### config.mk
export PLATFORM = sky130hd
export DESIGN_NAME = riscv_pu_mem_load_store_unit
export DESIGN_NICKNAME = d
export VERILOG_FILES = /design/src/rtl/riscv_pu_mem_load_store_unit.sv
export SDC_FILE = /design/constraint.sdc
export NUM_CORES = 1
export LEC_CHECK = 0
export ABC_AREA = 1
export ABC_CLOCK_PERIOD_IN_PS = 3400
export CAP_MARGIN = 20
export CORE_ASPECT_RATIO = 0.9
export CORE_UTILIZATION = 50
export DETAILED_ROUTE_END_ITERATION = 6
export PLACE_DENSITY = 0.86
export RECOVER_POWER = 100
export SLEW_MARGIN = 25
export SYNTH_ARGS = -nofsm -noshare
export SYNTH_HDL_FRONTEND = slang
export SYNTH_SLANG_ARGS = --single-unit
export TNS_END_PERCENT = 5
### constraint.sdc
create_clock -name i_clk -period 3.4 [get_ports i_clk]
set_input_delay 0.85 -clock i_clk [delete_from_list [all_inputs] [get_ports i_clk]]
set_output_delay 0.85 -clock i_clk [all_outputs]
set_load 0.05 [all_outputs]
### src/rtl/riscv_pu_mem_load_store_unit.sv
// MEM stage load/store unit: turns EX results into single AXI-Lite read or write transactions
// and returns lane-aligned, extended load data; non-memory results pass through in one cycle.
module riscv_pu_mem_load_store_unit #(
    parameter int DATA_WIDTH = 64,
    parameter int ADDR_WIDTH = 32
) (
    input  logic                  i_clk,
    input  logic                  i_rst,
    input  logic                  i_valid,
    output logic                  o_ready,
    input  logic                  i_read,
    input  logic                  i_write,
    input  logic [2:0]            i_width,
    input  logic [DATA_WIDTH-1:0] i_alu_data,
    input  logic [DATA_WIDTH-1:0] i_rs2_data,
    output logic                  o_valid,
    output logic [DATA_WIDTH-1:0] o_data,
    output logic                  o_misaligned,
    output logic                  o_bus_error,
    output logic [ADDR_WIDTH-1:0] o_araddr,
    output logic                  o_arvalid,
    input  logic                  i_arready,
    input  logic [DATA_WIDTH-1:0] i_rdata,
    input  logic [1:0]            i_rresp,
    input  logic                  i_rvalid,
    output logic                  o_rready,
    output logic [ADDR_WIDTH-1:0] o_awaddr,
    output logic                  o_awvalid,
    input  logic                  i_awready,
    output logic [DATA_WIDTH-1:0] o_wdata,
    output logic [7:0]            o_wstrb,
    output logic                  o_wvalid,
    input  logic                  i_wready,
    input  logic [1:0]            i_bresp,
    input  logic                  i_bvalid,
    output logic                  o_bready
);

    typedef enum logic [2:0] {IDLE, RD_ADDR, RD_DATA, WR_REQ, WR_RESP, DONE} state_t;

    state_t                state_q, state_d;
    logic [ADDR_WIDTH-1:0] araddr_q, araddr_d, awaddr_q, awaddr_d;
    logic [DATA_WIDTH-1:0] wdata_q, wdata_d, data_q, data_d;
    logic [7:0]            wstrb_q, wstrb_d;
    logic                  awvalid_q, awvalid_d, wvalid_q, wvalid_d;
    logic [2:0]            off_q, off_d;
    logic [1:0]            size_q, size_d;
    logic                  sign_q, sign_d, mis_q, mis_d, berr_q, berr_d;

    function automatic logic is_misaligned(input logic [1:0] size, input logic [2:0] off);
        case (size)
            2'd1:    return off[0];
            2'd2:    return |off[1:0];
            2'd3:    return |off;
            default: return 1'b0;
        endcase
    endfunction

    function automatic logic [DATA_WIDTH-1:0] size_mask(input logic [1:0] size);
        case (size)
            2'd0:    return 64'h0000_0000_0000_00FF;
            2'd1:    return 64'h0000_0000_0000_FFFF;
            2'd2:    return 64'h0000_0000_FFFF_FFFF;
            default: return 64'hFFFF_FFFF_FFFF_FFFF;
        endcase
    endfunction

    function automatic logic [7:0] store_strb(input logic [1:0] size, input logic [2:0] off);
        logic [7:0] base;
        case (size)
            2'd0:    base = 8'h01;
            2'd1:    base = 8'h03;
            2'd2:    base = 8'h0F;
            default: base = 8'hFF;
        endcase
        return base << off;
    endfunction

    // Shift the addressed lane down to bit 0, then extend from the top bit of the access size.
    function automatic logic [DATA_WIDTH-1:0] load_extend(input logic [DATA_WIDTH-1:0] raw,
                                                          input logic [2:0] off,
                                                          input logic [1:0] size,
                                                          input logic sgn);
        logic [DATA_WIDTH-1:0] s;
        s = raw >> {off, 3'b000};
        case (size)
            2'd0:    return {{56{sgn & s[7]}}, s[7:0]};
            2'd1:    return {{48{sgn & s[15]}}, s[15:0]};
            2'd2:    return {{32{sgn & s[31]}}, s[31:0]};
            default: return s;
        endcase
    endfunction

    always_comb begin
        state_d   = state_q;
        araddr_d  = araddr_q;
        awaddr_d  = awaddr_q;
        wdata_d   = wdata_q;
        wstrb_d   = wstrb_q;
        awvalid_d = awvalid_q;
        wvalid_d  = wvalid_q;
        off_d     = off_q;
        size_d    = size_q;
        sign_d    = sign_q;
        data_d    = data_q;
        mis_d     = mis_q;
        berr_d    = berr_q;
        case (state_q)
            IDLE: begin
                if (i_valid) begin
                    off_d  = i_alu_data[2:0];
                    size_d = i_width[1:0];
                    sign_d = i_width[2];
                    if (!(i_read || i_write)) begin
                        data_d  = i_alu_data;
                        mis_d   = 1'b0;
                        berr_d  = 1'b0;
                        state_d = DONE;
                    end else if (is_misaligned(i_width[1:0], i_alu_data[2:0])) begin
                        data_d  = '0;
                        mis_d   = 1'b1;
                        berr_d  = 1'b0;
                        state_d = DONE;
                    end else if (i_read) begin
                        araddr_d = {i_alu_data[ADDR_WIDTH-1:3], 3'b000};
                        state_d  = RD_ADDR;
                    end else begin
                        awaddr_d  = {i_alu_data[ADDR_WIDTH-1:3], 3'b000};
                        wdata_d   = (i_rs2_data & size_mask(i_width[1:0])) << {i_alu_data[2:0], 3'b000};
                        wstrb_d   = store_strb(i_width[1:0], i_alu_data[2:0]);
                        awvalid_d = 1'b1;
                        wvalid_d  = 1'b1;
                        state_d   = WR_REQ;
                    end
                end
            end
            RD_ADDR: begin
                if (i_arready) state_d = RD_DATA;
            end
            RD_DATA: begin
                if (i_rvalid) begin
                    data_d  = load_extend(i_rdata, off_q, size_q, sign_q);
                    mis_d   = 1'b0;
                    berr_d  = (i_rresp != 2'b00);
                    state_d = DONE;
                end
            end
            WR_REQ: begin
                // AW and W complete independently; move on once both have handshaken.
                awvalid_d = awvalid_q & ~i_awready;
                wvalid_d  = wvalid_q & ~i_wready;
                if (!awvalid_d && !wvalid_d) state_d = WR_RESP;
            end
            WR_RESP: begin
                if (i_bvalid) begin
                    data_d  = '0;
                    mis_d   = 1'b0;
                    berr_d  = (i_bresp != 2'b00);
                    state_d = DONE;
                end
            end
            DONE:    state_d = IDLE;
            default: state_d = IDLE;
        endcase
    end

    always_ff @(posedge i_clk) begin
        if (i_rst) begin
            state_q   <= IDLE;
            araddr_q  <= '0;
            awaddr_q  <= '0;
            wdata_q   <= '0;
            wstrb_q   <= '0;
            awvalid_q <= 1'b0;
            wvalid_q  <= 1'b0;
            off_q     <= '0;
            size_q    <= '0;
            sign_q    <= 1'b0;
            data_q    <= '0;
            mis_q     <= 1'b0;
            berr_q    <= 1'b0;
        end else begin
            state_q   <= state_d;
            araddr_q  <= araddr_d;
            awaddr_q  <= awaddr_d;
            wdata_q   <= wdata_d;
            wstrb_q   <= wstrb_d;
            awvalid_q <= awvalid_d;
            wvalid_q  <= wvalid_d;
            off_q     <= off_d;
            size_q    <= size_d;
            sign_q    <= sign_d;
            data_q    <= data_d;
            mis_q     <= mis_d;
            berr_q    <= berr_d;
        end
    end

    assign o_ready      = (state_q == IDLE);
    assign o_valid      = (state_q == DONE);
    assign o_data       = data_q;
    assign o_misaligned = mis_q;
    assign o_bus_error  = berr_q;
    assign o_araddr     = araddr_q;
    assign o_arvalid    = (state_q == RD_ADDR);
    assign o_rready     = (state_q == RD_DATA);
    assign o_awaddr     = awaddr_q;
    assign o_awvalid    = awvalid_q;
    assign o_wdata      = wdata_q;
    assign o_wstrb      = wstrb_q;
    assign o_wvalid     = wvalid_q;
    assign o_bready     = (state_q == WR_RESP);

endmodule

==> results.yml <==
outcome:
  outcome: "finished with violations"
  violations: "design-rule violations"
sta:
  setup_tns_ns: 0
  clock_skew_ns: 0.0145
  drv_slew: 0
  post-route-min-period_ns: 3.21
  setup_ws_ns: 0.186
  hold_viol: 0
  rsz0062_at_grt: "false"
  tightest_slew_ns: 1.20
  max_freq_mhz: 311
  finalSetupViolations: 0
  slew_headroom_pct: 19.7
  fin_crit_sh_pct: 94.5
power_and_ir_drop:
  swShare_pct: 50.4
  pwr-share-comb_pct: 56.2
  p_leak_uw: 0.00829
  power.switching_uw: 7120
  pwr-share-seq_pct: 23.4
  p_int_uw: 7020
  clkPwrFrac_pct: 20.4
  pwr_density_cell_nw_per_um2: 789
  vdd_ir_drop_max_v: 0.000575
clock_network:
  cts_buffer_depth: 3
  cts.root.buffer_cell: "clkbuf_16"
  ctsHoldBuffers: 0
  ctsResizeCount: 0
  path_clk_slew_ns: 0.07
  cts-htree-levels: 1
  cts_setup_buffers: 0
  cts_num_sinks: 207
  cts_tree: "yes"
  numCtsBuffers: 23
  clock_latency_ns: 0.54
yosys:
  postSynthCellCount: 2254
  ys_warn_count: 0
  syn_avg_cell_area_um2: 5.73
  synth-seq-cells: 207
  synth_area_um2: 12900
  ys_types: 31
  ys_seq_area_share_pct: 32.1
  synth_top_area_share_pct: 32.1
  synth_area_leaders: "dfxtp_1, nand2_1, a21oi_1"
  synth_area_leader_cell: "dfxtp_1"
finish:
  final_core_util_pct: 70.9
  syn2layout_area_growth_pct: 38.7
  drive_gt1_share_pct: 4.11
  diodes: 0
  nFillCells: 2232
  final_cells: 2922
  nNetsFinal: 2772
floorplanning:
  top_level_ports: 418
  die-area_um2: 26500
  dieHeight_um: 154
  die_width_um: 171
  rows: 55
  start_util_pct: 51.1
  core_um2: 25300
place:
  io_buffers: 411
  place_congestion: 1.00
  place_ws_ns: 0.344
  dp_hpwl_um: 40200
  dp_cells: 2880
route:
  drtAntennaViolNets: 0
  drc: 14
  wl_per_cell_um: 18.6
  drt_first_pass_iters: 7
  drt_wl_total_um: 54300
  vias: 16200
  drt_iter0_markers: 2370
  vias_per_cell: 5.53
hold_path:
  holdCritPathClass: "reg -> reg"
global_routing:
  grt-ovfl-total: 0
  first_global_vias: 14500
  antenna_found_initial: 3
  grt_pass1_wl_um: 81900
  grt_max_degree: 113
  grt_usage_pct: 39.7
setup_path:
  path_cells: "inv_1 -> nor3_1 -> dlygate4sd3_1"
  crit_fanout: 4
  arrival_ns: 2.36
  startpoint_type: "flop"
  cp-end-kind: "output pin"
  slowest_stage: "dlygate4sd3_1"
  slowest_delay_ns: 1.01
  crit_required_ns: 2.55
  critPathTopFamily: "buffers and inverters"
  regToRegSetupSlack_ns: 0.46
  cp.buffers_inverters: 2
  critPathKind: "reg -> out"
flow_run:
  cap_violations: 0
## power by group through the flow
stage | registers, uW | clock network (uW) | logic [uW]
finish | 3310 | 2880 | 7940
global route | 3360 | 2990 | 8560
CTS | 3330 | 2900 | 8050
detailed placement | 3370 | 0 | 7980
global placement | 3350 | 0 | 7870
floorplan | 5060 | 0 | 3860
## metrics by stage
step / hold slack [ns] / cell area (um2) / total power [uW]
after global routing: 0.480 / 17900 / 14900
after floorplan: 0.504 / 12900 / 8910
after CTS: 0.467 / 18000 / 14300
final: 0.462 / 17900 / 14100
after detailed placement: 0.457 / 17100 / 11400
after global placement: 0.452 / 17100 / 11200
## cell usage in the layout, fill, tap and decap left out, types with 2 or more instances in the layout
cell type        netlist  layout
a21oi_1              226     226
a22oi_1                2       2
buf_12                 0       6
buf_2                 54       2
buf_4                 14      30
bufinv_16              0       6
clkbuf_1              75       3
clkbuf_16              0      23
clkbuf_2               3       5
clkbuf_8               0       3
clkdlybuf4s50_1        0     203
clkinv_1               3       2
clkinv_2               0       7
clkinv_4               0       2
conb_1                 1       6
dfxtp_1              207     205
dfxtp_2                0       2
dlygate4sd3_1          0     205
inv_1                119     122
inv_2                 10       7
nand2_1              810     813
nand2_2                5       2
nand3_1              178     179
nor2_1               285     285
nor2_4                 2       3
nor3_1                 9       9
o211ai_1              25      25
o21a_1                 3       3
o21ai_0              180     180
o21ai_1                2       2
o22ai_1                2       2
or2_2                  3       3
## layer usage
metal	routed length [um]	global-route usage, %	vias up	share of wire, %
met2	23000	59.5	927	42
met1	22600	54.9	7314	42
met5	37	0	-	0.068
met3	6820	10.9	125	13
met4	1870	12.5	6	3.4
li1	-	-	7789	-
## registers in the layout, indices dropped and copies added (netlist names), 2 cells and up
register  cells
state_q       3
size_q        2
o_araddr     29
o_data       64
off_q         3
o_wdata      64
o_wstrb       8
o_awaddr     29
## tightest hold or removal path: cells and delay by family, from the launching register on
kind | cells | cell delay (ns)
flops | 1 | 0.30
simple gates | 1 | 0.06
compound gates | 1 | 0.06
## worst paths after layout
check,to,from,depth (start not counted)
worst max-delay path,o_valid,state_q[2],3
worst min-delay path,o_awaddr[18],o_awaddr[18],2
worst max register to register,o_data[35],state_q[2],11
worst min register to register,o_awaddr[18],o_awaddr[18],2
## cell usage after synthesis
library cell,number
nand3_2,1
buf_2,54
o21ai_2,1
nand4_2,1
a21oi_1,226
inv_1,119
clkbuf_2,3
conb_1,1
o21ai_1,2
a211oi_1,1
inv_2,10
clkbuf_1,75
a22oi_1,2
nand3b_1,1
buf_6,4
o22ai_1,2
nor3_1,9
nand2_1,810
o21a_1,3
buf_1,25
o211ai_1,25
o21ai_0,180
or2_2,3
nor2_2,2
nand3_1,178
nand2_2,5
dfxtp_1,207
buf_4,14
clkinv_1,3
nor2_4,2
nor2_1,285
## cells by family (layout without fill, tap and decap cells)
group	Yosys count	in the layout	share of synthesized area (%)
flip-flops	207	207	32.1
other	1	6	0.0290
buffers and inverters	307	628	10.1
AO/OA/AOI/OAI	442	442	17.8
AND/OR/NAND/NOR	1297	1297	40.0
## final cells by class
| class | count | area (um2) | share of cell area (%) |
|---|---|---|---|
| Multi-Input combinational cell | 1745 | 7490 | 41.8 |
| Timing Repair Buffer | 454 | 4480 | 25.0 |
| Sequential cell | 207 | 4150 | 23.2 |
| Clock buffer | 26 | 617 | 3.44 |
| Inverter | 132 | 497 | 2.77 |
| Tap cell | 342 | 428 | 2.39 |
| Clock inverter | 16 | 255 | 1.43 |
No activity file was read; power rests on OpenSTA's default activity.
